--- src/rtl/led_pattern_sequencer.sv ---
// LED pattern sequencer: CPU-loaded pattern RAM replayed as state-word pairs into rgb_led.
// Optional build macro LED_SEQ_IRQ_EN adds a registered irq output (done & irq_en).
module led_pattern_sequencer #(
  parameter int DEPTH  = 16,
  parameter int TICK_W = 32
) (
  input  logic        pclk,
  input  logic        nreset,
  input  logic        bus_write_en,
  input  logic        bus_read_en,
  input  logic [7:0]  bus_addr,
  input  logic [31:0] bus_write_data,
  output logic [31:0] bus_read_data,
  output logic        led_write_en,
  output logic [7:0]  led_addr,
  output logic [31:0] led_write_data
`ifdef LED_SEQ_IRQ_EN
  ,
  output logic        irq
`endif
);

  localparam int         AW        = $clog2(DEPTH);
  localparam logic [7:0] MAX_STEPS = 8'(DEPTH / 2);

  typedef enum logic [2:0] {
    S_IDLE  = 3'd0,
    S_FETCH = 3'd1,
    S_WR1   = 3'd2,
    S_WR2   = 3'd3,
    S_DWELL = 3'd4
  } state_t;

  state_t            state;
  state_t            state_nxt;

  logic [31:0]       ram [DEPTH];
  logic [AW-1:0]     ptr;
  logic [AW-1:0]     fetch_idx;

  logic              run;
  logic              loop_en;
  logic              irq_en_bit;
  logic [7:0]        num_steps;
  logic [TICK_W-1:0] step_ticks;
  logic              done;

  logic [7:0]        step;
  logic [7:0]        step_inc;
  logic [TICK_W-1:0] dwell_cnt;
  logic [31:0]       word_a_p1;
  logic [31:0]       word_b_p1;

  logic              set_done;
  logic              clr_run;
  logic              step_clr;
  logic              step_adv;
  logic              last_tick;
  logic              busy;

  logic [2:0]        sel;
  logic              wr_ctrl;
  logic              wr_ticks;
  logic              wr_status;
  logic              wr_ptr;
  logic              wr_data;
  logic              rd_any;
  logic [31:0]       rd_mux;
  logic              unused_addr;

  function automatic logic [7:0] clamp_steps(input logic [7:0] n);
    return (n > MAX_STEPS) ? MAX_STEPS : n;
  endfunction

  function automatic logic [TICK_W-1:0] eff_ticks(input logic [TICK_W-1:0] t);
    return (t == '0) ? TICK_W'(1) : t;
  endfunction

  assign sel         = bus_addr[4:2];
  assign wr_ctrl     = bus_write_en && (sel == 3'd0);
  assign wr_ticks    = bus_write_en && (sel == 3'd1);
  assign wr_status   = bus_write_en && (sel == 3'd2);
  assign wr_ptr      = bus_write_en && (sel == 3'd3);
  assign wr_data     = bus_write_en && (sel == 3'd4);
  assign rd_any      = bus_read_en && !bus_write_en;
  assign unused_addr = ^{bus_addr[7:5], bus_addr[1:0]};

  assign busy      = (state != S_IDLE);
  assign step_inc  = step + 8'd1;
  assign last_tick = (dwell_cnt <= TICK_W'(1));
  assign fetch_idx = AW'({step, 1'b0});

  // ---------------- CPU register file ----------------
  always_ff @(posedge pclk or negedge nreset) begin
    if (!nreset) begin
      run        <= 1'b0;
      loop_en    <= 1'b0;
      num_steps  <= 8'd0;
      step_ticks <= '0;
      done       <= 1'b0;
      ptr        <= '0;
    end else begin
      // A CPU write to CTRL in the same cycle as an FSM run-clear wins.
      if (clr_run) run <= 1'b0;
      if (wr_ctrl) begin
        run       <= bus_write_data[0];
        loop_en   <= bus_write_data[1];
        num_steps <= clamp_steps(bus_write_data[15:8]);
      end
      if (wr_ticks) step_ticks <= bus_write_data[TICK_W-1:0];
      done <= set_done | (done & ~(wr_status & bus_write_data[1]));
      if (wr_ptr)       ptr <= bus_write_data[AW-1:0];
      else if (wr_data) ptr <= ptr + AW'(1);
    end
  end

`ifdef LED_SEQ_IRQ_EN
  logic irq_en;

  always_ff @(posedge pclk or negedge nreset) begin
    if (!nreset) begin
      irq_en <= 1'b0;
      irq    <= 1'b0;
    end else begin
      if (wr_ctrl) irq_en <= bus_write_data[2];
      irq <= done & irq_en;
    end
  end

  assign irq_en_bit = irq_en;
`else
  assign irq_en_bit = 1'b0;
`endif

  // Pattern RAM: no reset, read-before-write on a same-edge collision.
  always_ff @(posedge pclk) begin
    if (wr_data) ram[ptr] <= bus_write_data;
  end

  always_comb begin
    rd_mux = '0;
    case (sel)
      3'd0:    rd_mux = {16'h0, num_steps, 5'h0, irq_en_bit, loop_en, run};
      3'd1:    rd_mux = 32'(step_ticks);
      3'd2:    rd_mux = {16'h0, step, 6'h0, done, busy};
      3'd3:    rd_mux = 32'(ptr);
      3'd4:    rd_mux = ram[ptr];
      default: rd_mux = '0;
    endcase
  end

  always_ff @(posedge pclk or negedge nreset) begin
    if (!nreset)     bus_read_data <= '0;
    else if (rd_any) bus_read_data <= rd_mux;
  end

  // ---------------- FSM state register and sequencing datapath ----------------
  always_ff @(posedge pclk or negedge nreset) begin
    if (!nreset) begin
      state     <= S_IDLE;
      step      <= 8'd0;
      dwell_cnt <= '0;
      word_a_p1 <= '0;
      word_b_p1 <= '0;
    end else begin
      state <= state_nxt;
      if (step_clr)      step <= 8'd0;
      else if (step_adv) step <= step_inc;
      if (state == S_WR2)        dwell_cnt <= eff_ticks(step_ticks);
      else if (state == S_DWELL) dwell_cnt <= dwell_cnt - TICK_W'(1);
      if (state == S_FETCH) begin
        word_a_p1 <= ram[fetch_idx];
        word_b_p1 <= ram[fetch_idx | AW'(1)];
      end
    end
  end

  // Step advance/wrap/finish is decided on the last dwell cycle so that a
  // step costs exactly FETCH + WR1 + WR2 + dwell cycles.
  always_comb begin
    state_nxt = state;
    set_done  = 1'b0;
    clr_run   = 1'b0;
    step_clr  = 1'b0;
    step_adv  = 1'b0;
    case (state)
      S_IDLE: begin
        if (run) begin
          if (num_steps == 8'd0) begin
            set_done = 1'b1;
            clr_run  = 1'b1;
          end else begin
            step_clr  = 1'b1;
            state_nxt = S_FETCH;
          end
        end
      end
      S_FETCH: state_nxt = run ? S_WR1 : S_IDLE;
      S_WR1:   state_nxt = S_WR2;
      S_WR2:   state_nxt = S_DWELL;
      S_DWELL: begin
        if (!run) begin
          state_nxt = S_IDLE;
        end else if (last_tick) begin
          if (step_inc >= num_steps) begin
            if (loop_en && (num_steps != 8'd0)) begin
              step_clr  = 1'b1;
              state_nxt = S_FETCH;
            end else begin
              set_done  = 1'b1;
              clr_run   = 1'b1;
              state_nxt = S_IDLE;
            end
          end else begin
            step_adv  = 1'b1;
            state_nxt = S_FETCH;
          end
        end
      end
      default: state_nxt = S_IDLE;
    endcase
  end

  always_comb begin
    led_write_en   = 1'b0;
    led_addr       = 8'h00;
    led_write_data = 32'h0;
    case (state)
      S_WR1: begin
        led_write_en   = 1'b1;
        led_addr       = 8'h04;
        led_write_data = word_a_p1;
      end
      S_WR2: begin
        led_write_en   = 1'b1;
        led_addr       = 8'h08;
        led_write_data = word_b_p1;
      end
      default: begin
        led_write_en   = 1'b0;
        led_addr       = 8'h00;
        led_write_data = 32'h0;
      end
    endcase
  end

endmodule

--- config.mk ---
export PLATFORM = sky130hd
export DESIGN_NAME = led_pattern_sequencer
export DESIGN_NICKNAME = d
export VERILOG_FILES = /design/src/rtl/led_pattern_sequencer.sv
export SDC_FILE = /design/constraint.sdc
export NUM_CORES = 1
export LEC_CHECK = 0
export CORE_MARGIN = 2
export CORE_UTILIZATION = 54
export DETAILED_ROUTE_END_ITERATION = 8
export PLACE_DENSITY = 0.76
export SLEW_MARGIN = 20
export SYNTH_ARGS = -nofsm -noshare
export SYNTH_HDL_FRONTEND = slang
export SYNTH_SLANG_ARGS = --single-unit
--- constraint.sdc ---
create_clock -name pclk -period 11.7 [get_ports pclk]
set_clock_uncertainty 0.2 [all_clocks]
set_input_delay 3.51 -clock pclk [delete_from_list [all_inputs] [get_ports pclk]]
set_output_delay 3.51 -clock pclk [all_outputs]
set_load 0.02 [all_outputs]
Yosys cells after proc, flatten, opt, wreduce, memory -nomap -nowiden
Memories as Yosys holds them, arrays and structs flattened. A register that Yosys moved wholly into a read port is not among the register bits.
Index checks and enable logic that the tools add are counted.
{"block": "op_classes", "add_sub_neg": 3, "n_lt_le_gt_ge": 3, "eq_ne": 11, "n_mux": 42, "bitwise": 4, "n_reduce_logical": 22}
{"operator": "one-hot mux 32 bit (5 select lines)", "count": 1}
{"operator": "2-to-1 mux 32 bit", "count": 3}
{"operator": "one-hot mux 32 bit (2 select lines)", "count": 1}
{"operator": "less-or-equal comparator 32 x 1 -> 1 bit, second input constant", "count": 1}
{"operator": "logical NOT 32 bit", "count": 1}
{"operator": "subtractor 32 x 1 -> 32 bit, second input constant", "count": 1}
{"operator": "2-to-1 mux 8 bit", "count": 3}
{"operator": "2-to-1 mux 1 bit", "count": 22}
{"operator": "2-to-1 mux 3 bit", "count": 5}
{"operator": "one-hot mux 3 bit (5 select lines)", "count": 1}
{"operator": "equality test 3 x 2 -> 1 bit, second input constant", "count": 4}
{"operator": "adder 8 x 1 -> 8 bit, second input constant", "count": 1}
{"operator": ">= comparator 8 bit", "count": 1}
{"operator": "> comparator 8 x 4 -> 1 bit, second input constant", "count": 1}
{"operator": "logical NOT 8 bit", "count": 1}
{"operator": "2-to-1 mux 4 bit", "count": 2}
{"operator": "one-hot mux 4 bit (2 select lines)", "count": 1}
{"operator": "nonzero test 2 bit", "count": 4}
{"operator": "nonzero test 8 bit", "count": 1}
{"operator": "logical AND 1 bit", "count": 7}
{"operator": "equality test 3 x 1 -> 1 bit, second input constant", "count": 2}
{"operator": "equality test 3 bit, second input constant", "count": 2}
{"operator": "logical NOT 3 bit", "count": 2}
{"operator": "adder 4 x 1 -> 4 bit, second input constant", "count": 1}
{"operator": "other kinds (11)", "count": 16}
{"block": "totals", "reg_bits": 122, "ramBits": 512, "n_memories": 1}
{"name": "ram", "depth": 16, "width": 32, "rd": 3, "rd_clocked_by_memory_dff": 2, "write_ports": 1, "line": "37", "rtl": "logic [31:0] ram [DEPTH];"}

Longest topological paths before layout
{"block": "logic_depth", "word_depth": 9, "ltp_mapped": 11}

Worst setup path after synthesis
Ideal clock, no wire load.
{"block": "synth_timing", "path_type": "input port to flip-flop", "start": "input port bus_addr[2]", "end": "memory ram[3][0], enable pin", "arrival_ps": 6627, "required_ps": 11039, "slack_ps": 4412, "path_stages": 5, "cell_sequence": "clkbuf_1 > nand2b_1 > nor2_1 > nand2_1 > nor3_1"}
{"block": "synth_between", "elab_chain_cells": 4}
{"element": "start, declared", "line": "11", "rtl": "input logic [7:0] bus_addr,"}
{"element": "equality test 3 bit", "line": "84", "rtl": "assign wr_data = bus_write_en && (sel == 3'd4);"}
{"element": "logical AND 1 bit", "line": "84"}
{"element": "2-to-1 mux 1 bit", "line": "137", "rtl": "if (wr_data) ram[ptr] <= bus_write_data;"}
{"element": "2-to-1 mux 1 bit (not written as such)", "line": "137"}
{"element": "end, declared", "line": "37"}
No other way between the ends.

Worst setup path in the final report
{"block": "layout_timing", "start": "register state[0]", "end": "output port led_addr[3]"}
{"block": "layout_between", "elab_chain_cells": 2, "word_cells_on_any_way": 3, "cone_classes": "2 x eq/ne; 1 x mux"}
{"element": "start, declared", "line": "34", "rtl": "state_t state;"}
{"element": "start signal, assigned", "line": "166", "rtl": "state <= state_nxt;"}
{"element": "equality test 3 x 2 -> 1 bit", "line": "228", "rtl": "case (state)"}
{"element": "one-hot mux 4 bit (2 select lines) (*)", "line": "228"}
{"element": "end, declared", "line": "15", "rtl": "output logic [7:0] led_addr,"}
Every way passes the cells marked *; elsewhere a longest branch is shown, timed or not.

==> impl_metrics.xml <==
<?xml version="1.0" encoding="UTF-8"?>
<metrics>
  <group name="timing">
    <metric name="worstMarginPinSlew" unit="ns">1.12</metric>
    <metric name="final_cycle_share" unit="%">60.5</metric>
    <metric name="final_period_minus_worst_setup_slack" unit="ns">7.07</metric>
    <metric name="relSlewSlack" unit="%">25.2</metric>
    <metric name="setup_viol_count_final" unit="">0</metric>
    <metric name="report.final.hold_viol_count" unit="">0</metric>
    <metric name="rsz_0062_raised_after_global_routing" unit="">false</metric>
    <metric name="timing.final.ws_setup" unit="ns">4.63</metric>
    <metric name="timing.final.max_slew_violations" unit="">0</metric>
    <metric name="setup_tns_after_final_layout" unit="ns">0</metric>
    <metric name="clock.fmax" unit="MHz">141</metric>
  </group>
  <group name="synthesis">
    <metric name="synth_seq_cells" unit="">698</metric>
    <metric name="synthCells" unit="">1910</metric>
    <metric name="netlist_top_cells_area" unit="">edfxtp_1 48%, mux4_2 20%, dfrtp_1 15%, mux2i_1 3.3%, nor2_1 1.7%</metric>
    <metric name="synth_seq_area_share" unit="%">62.5</metric>
    <metric name="synth_area_per_cell" unit="um2">16.8</metric>
    <metric name="postSynth.asyncResetShare" unit="%">26.6</metric>
    <metric name="ys_dominant_reg_cell" unit="">edfxtp_1</metric>
    <metric name="post_synth_num_cell_types" unit="">57</metric>
    <metric name="number_of_enable_flip_flop_cells_after_synthesis" unit="">512</metric>
    <metric name="post_synth_instance_area" unit="um2">32000</metric>
    <metric name="synth_top_cell_area_share" unit="%">48.0</metric>
    <metric name="yosysTopAreaCell" unit="">edfxtp_1</metric>
    <metric name="yosysWarningCount" unit="">0</metric>
  </group>
  <group name="setup_path">
    <metric name="timing.critical_path.fanout_max" unit="">41</metric>
    <metric name="critical_path.top_delay_family" unit="">buffers and inverters</metric>
    <metric name="timing.critical_path.arrival" unit="ns">3.36</metric>
    <metric name="slowest_stage" unit="">buf_4</metric>
    <metric name="worst_setup_path_end_kind" unit="">output pin</metric>
    <metric name="cp_num_buf_inv" unit="">3</metric>
    <metric name="crit_chain" unit="">buf_4 &gt; nand2_1 &gt; inv_1 &gt; clkdlybuf4s50_1</metric>
    <metric name="critical_path_class" unit="">register to output pin</metric>
    <metric name="worstSetupStartpointType" unit="">register</metric>
    <metric name="cp_slowest_stage_delay" unit="ns">0.76</metric>
    <metric name="cp_data_required_time" unit="ns">7.99</metric>
  </group>
  <group name="placement">
    <metric name="buffer_ports.inserted" unit="">105</metric>
    <metric name="dpl-instance-area" unit="um2">34000</metric>
    <metric name="routabilityCongestion" unit="">0.878</metric>
    <metric name="placed_wire_length_estimate_after_detailed_placement" unit="um">51300</metric>
    <metric name="dp_slack" unit="ns">4.28</metric>
  </group>
  <group name="cells_and_area">
    <metric name="multi_input_area" unit="um2">11400</metric>
    <metric name="fillerInstances" unit="">4033</metric>
    <metric name="count_of_antenna_diodes_in_the_layout" unit="">0</metric>
    <metric name="final-seq-area" unit="um2">20100</metric>
    <metric name="nets" unit="">2054</metric>
    <metric name="area_growth_syn_to_layout" unit="%">13.9</metric>
    <metric name="final_layout_size_suffix_gt1_share" unit="%">25.3</metric>
    <metric name="design_area" unit="um2">36500</metric>
    <metric name="most-common-layout-cells" unit="">512 x edfxtp_1, 290 x mux4_2, 178 x dfrtp_1</metric>
    <metric name="final_common_cell" unit="">edfxtp_1</metric>
    <metric name="postLayoutCoreUtil" unit="%">62.1</metric>
  </group>
  <group name="routing">
    <metric name="detailroute.via_count" unit="">19649</metric>
    <metric name="routed_via_density" unit="">6.95</metric>
    <metric name="wl" unit="um">86700</metric>
    <metric name="drtIter0Drc" unit="">2543</metric>
    <metric name="post-route-drc-count" unit="">0</metric>
    <metric name="drt_pass1_iterations" unit="">6</metric>
    <metric name="number_of_routed_nets_with_antenna_violations" unit="">0</metric>
    <metric name="route.detailed.wl_per_inst" unit="um">30.6</metric>
  </group>
  <group name="floorplanning">
    <metric name="io-pin-count" unit="">117</metric>
    <metric name="die_area" unit="um2">61300</metric>
    <metric name="die-height" unit="um">248</metric>
    <metric name="dieWidth" unit="um">248</metric>
    <metric name="floorplan.initialDensity" unit="%">54.5</metric>
    <metric name="core" unit="um2">58800</metric>
    <metric name="floorplan.rows" unit="">89</metric>
  </group>
  <group name="global_route">
    <metric name="overflow" unit="">0</metric>
    <metric name="global_route_wire_length_before_repair" unit="um">128000</metric>
    <metric name="number_of_global_route_vias_before_repair" unit="">19772</metric>
    <metric name="grt_start_max_net_pins" unit="">94</metric>
    <metric name="antenna_found_initial" unit="">1</metric>
    <metric name="globalRouteTotalUtil" unit="%">28.9</metric>
  </group>
  <group name="status">
    <metric name="outcome" unit="">finished, final reports clean</metric>
  </group>
  <group name="worst_hold_path">
    <metric name="timing.hold.worst.class" unit="">register to register</metric>
  </group>
  <group name="cts">
    <metric name="cts_repair_resize_count" unit="">0</metric>
    <metric name="numCtsBuffers" unit="">73</metric>
    <metric name="holdBufCountCts" unit="">0</metric>
    <metric name="clkLatencyLatePin" unit="ns">0.62</metric>
    <metric name="clock-root-buffer" unit="">clkbuf_16</metric>
    <metric name="clk_pin_slew_worst_paths" unit="ns">0.06</metric>
    <metric name="clock_tree.htree_level_count" unit="">3</metric>
    <metric name="clockBufferDepth" unit="">3</metric>
    <metric name="clock-sinks" unit="">698</metric>
    <metric name="setup_repair_bufs_after_cts" unit="">0</metric>
    <metric name="cts_tree" unit="">done</metric>
  </group>
  <group name="power_and_ir_drop">
    <metric name="power_density_relative_to_cell_area" unit="nW/um2">204</metric>
    <metric name="cellLeakagePower" unit="nW">12.0</metric>
    <metric name="peakVddDrop" unit="mV">0.220</metric>
  </group>
  <group name="flow_run">
    <metric name="cap_violations" unit="">0</metric>
  </group>
</metrics>
-- per-layer routing --
metal / track usage, % / vias to the layer above / share of wire (%)
met1: 40.7 / 10225 / 38
met2: 44.8 / 1357 / 48
met3: 6.37 / 206 / 10
li1: - / 7859 / -
met5: 0 / - / 0.015
met4: 10.8 / 2 / 3.5
-- kinds of logic (layout without fill, tap and decap cells) --
family / Yosys count / count (layout) / synth area share [%]
DFF: 698 / 698 / 62.5
muxes: 427 / 427 / 24.8
and+or+nand+nor: 325 / 325 / 4.84
AOI/OAI and AO/OA: 226 / 226 / 4.24
buffers and inverters: 191 / 332 / 2.32
xor gates and xnor gates: 27 / 27 / 0.738
adders and majority gates: 15 / 15 / 0.586
other: 1 / 6 / 0.0117
-- flip-flops by register name, indices dropped and copies added, names as in the netlist --
register	flops
run	1
word_a_p1	32
ptr	4
dwell_cnt	32
loop_en	1
state	3
done	1
step_ticks	32
step	8
bus_read_data	32
word_b_p1	32
num_steps	8
ram	512
-- power breakdown --
group / switching (mW) / internal (mW) / leakage, nW / total [mW]
clock network: 0.980 / 1.41 / 1.21 / 2.39
registers: 0.276 / 2.90 / 6.86 / 3.18
logic: 1.02 / 0.865 / 3.97 / 1.88
total: 2.27 / 5.18 / 12.0 / 7.45
-- cells in the mapped netlist (6+ instances only) --
library cell    n
inv_1          49
o21ai_0        66
a21oi_1        79
nor4_1         33
mux2_2         31
nor3_1         20
xnor2_1        23
mux4_2        290
nand3_1        12
a22oi_1        40
nand4b_1        8
dfrtp_1       186
clkbuf_1       92
buf_1          42
ha_1           15
o41ai_1         7
mux2i_1       106
nand2_1        58
edfxtp_1      512
nand4_1         7
buf_4           6
or3_1           9
nand2b_1       12
nor2_1        141
-- worst paths after layout --
| check | startpoint | to | slack, ns | depth (start not counted) |
|---|---|---|---|---|
| setup / recovery | state[0] | led_addr[3] | 4.63 | 4 |
| hold / removal | done | done | 0.30 | 1 |
| setup reg to reg | step[2] | step[1] | 6.74 | 9 |
| hold reg to reg | done | done | 0.30 | 1 |
| max in group asynchronous | nreset | ptr[0] | 7.15 | 2 |
| min in group asynchronous | nreset | bus_read_data[13] | 2.69 | 1 |
-- final cells by class --
type                            count  share of cell area, %
Multi-Input combinational cell   1026                   31.3
Timing Repair Buffer              147                   3.79
Tap cell                          773                   2.65
Clock buffer                       94                   5.56
Inverter                           49                  0.504
Clock inverter                     42                   1.24
Sequential cell                   698                   54.9
-- metrics by stage --
step                total power, mW  std cells  hold WS (ns)
floorplan                      4.41       1915         0.261
global placement               5.03       2693         0.278
detailed placement             5.09       2693         0.284
CTS                            7.47       2829         0.297
global route                   7.74       2829         0.331
finish                         7.45       2829         0.299
No activity file was read; power rests on OpenSTA's default activity.
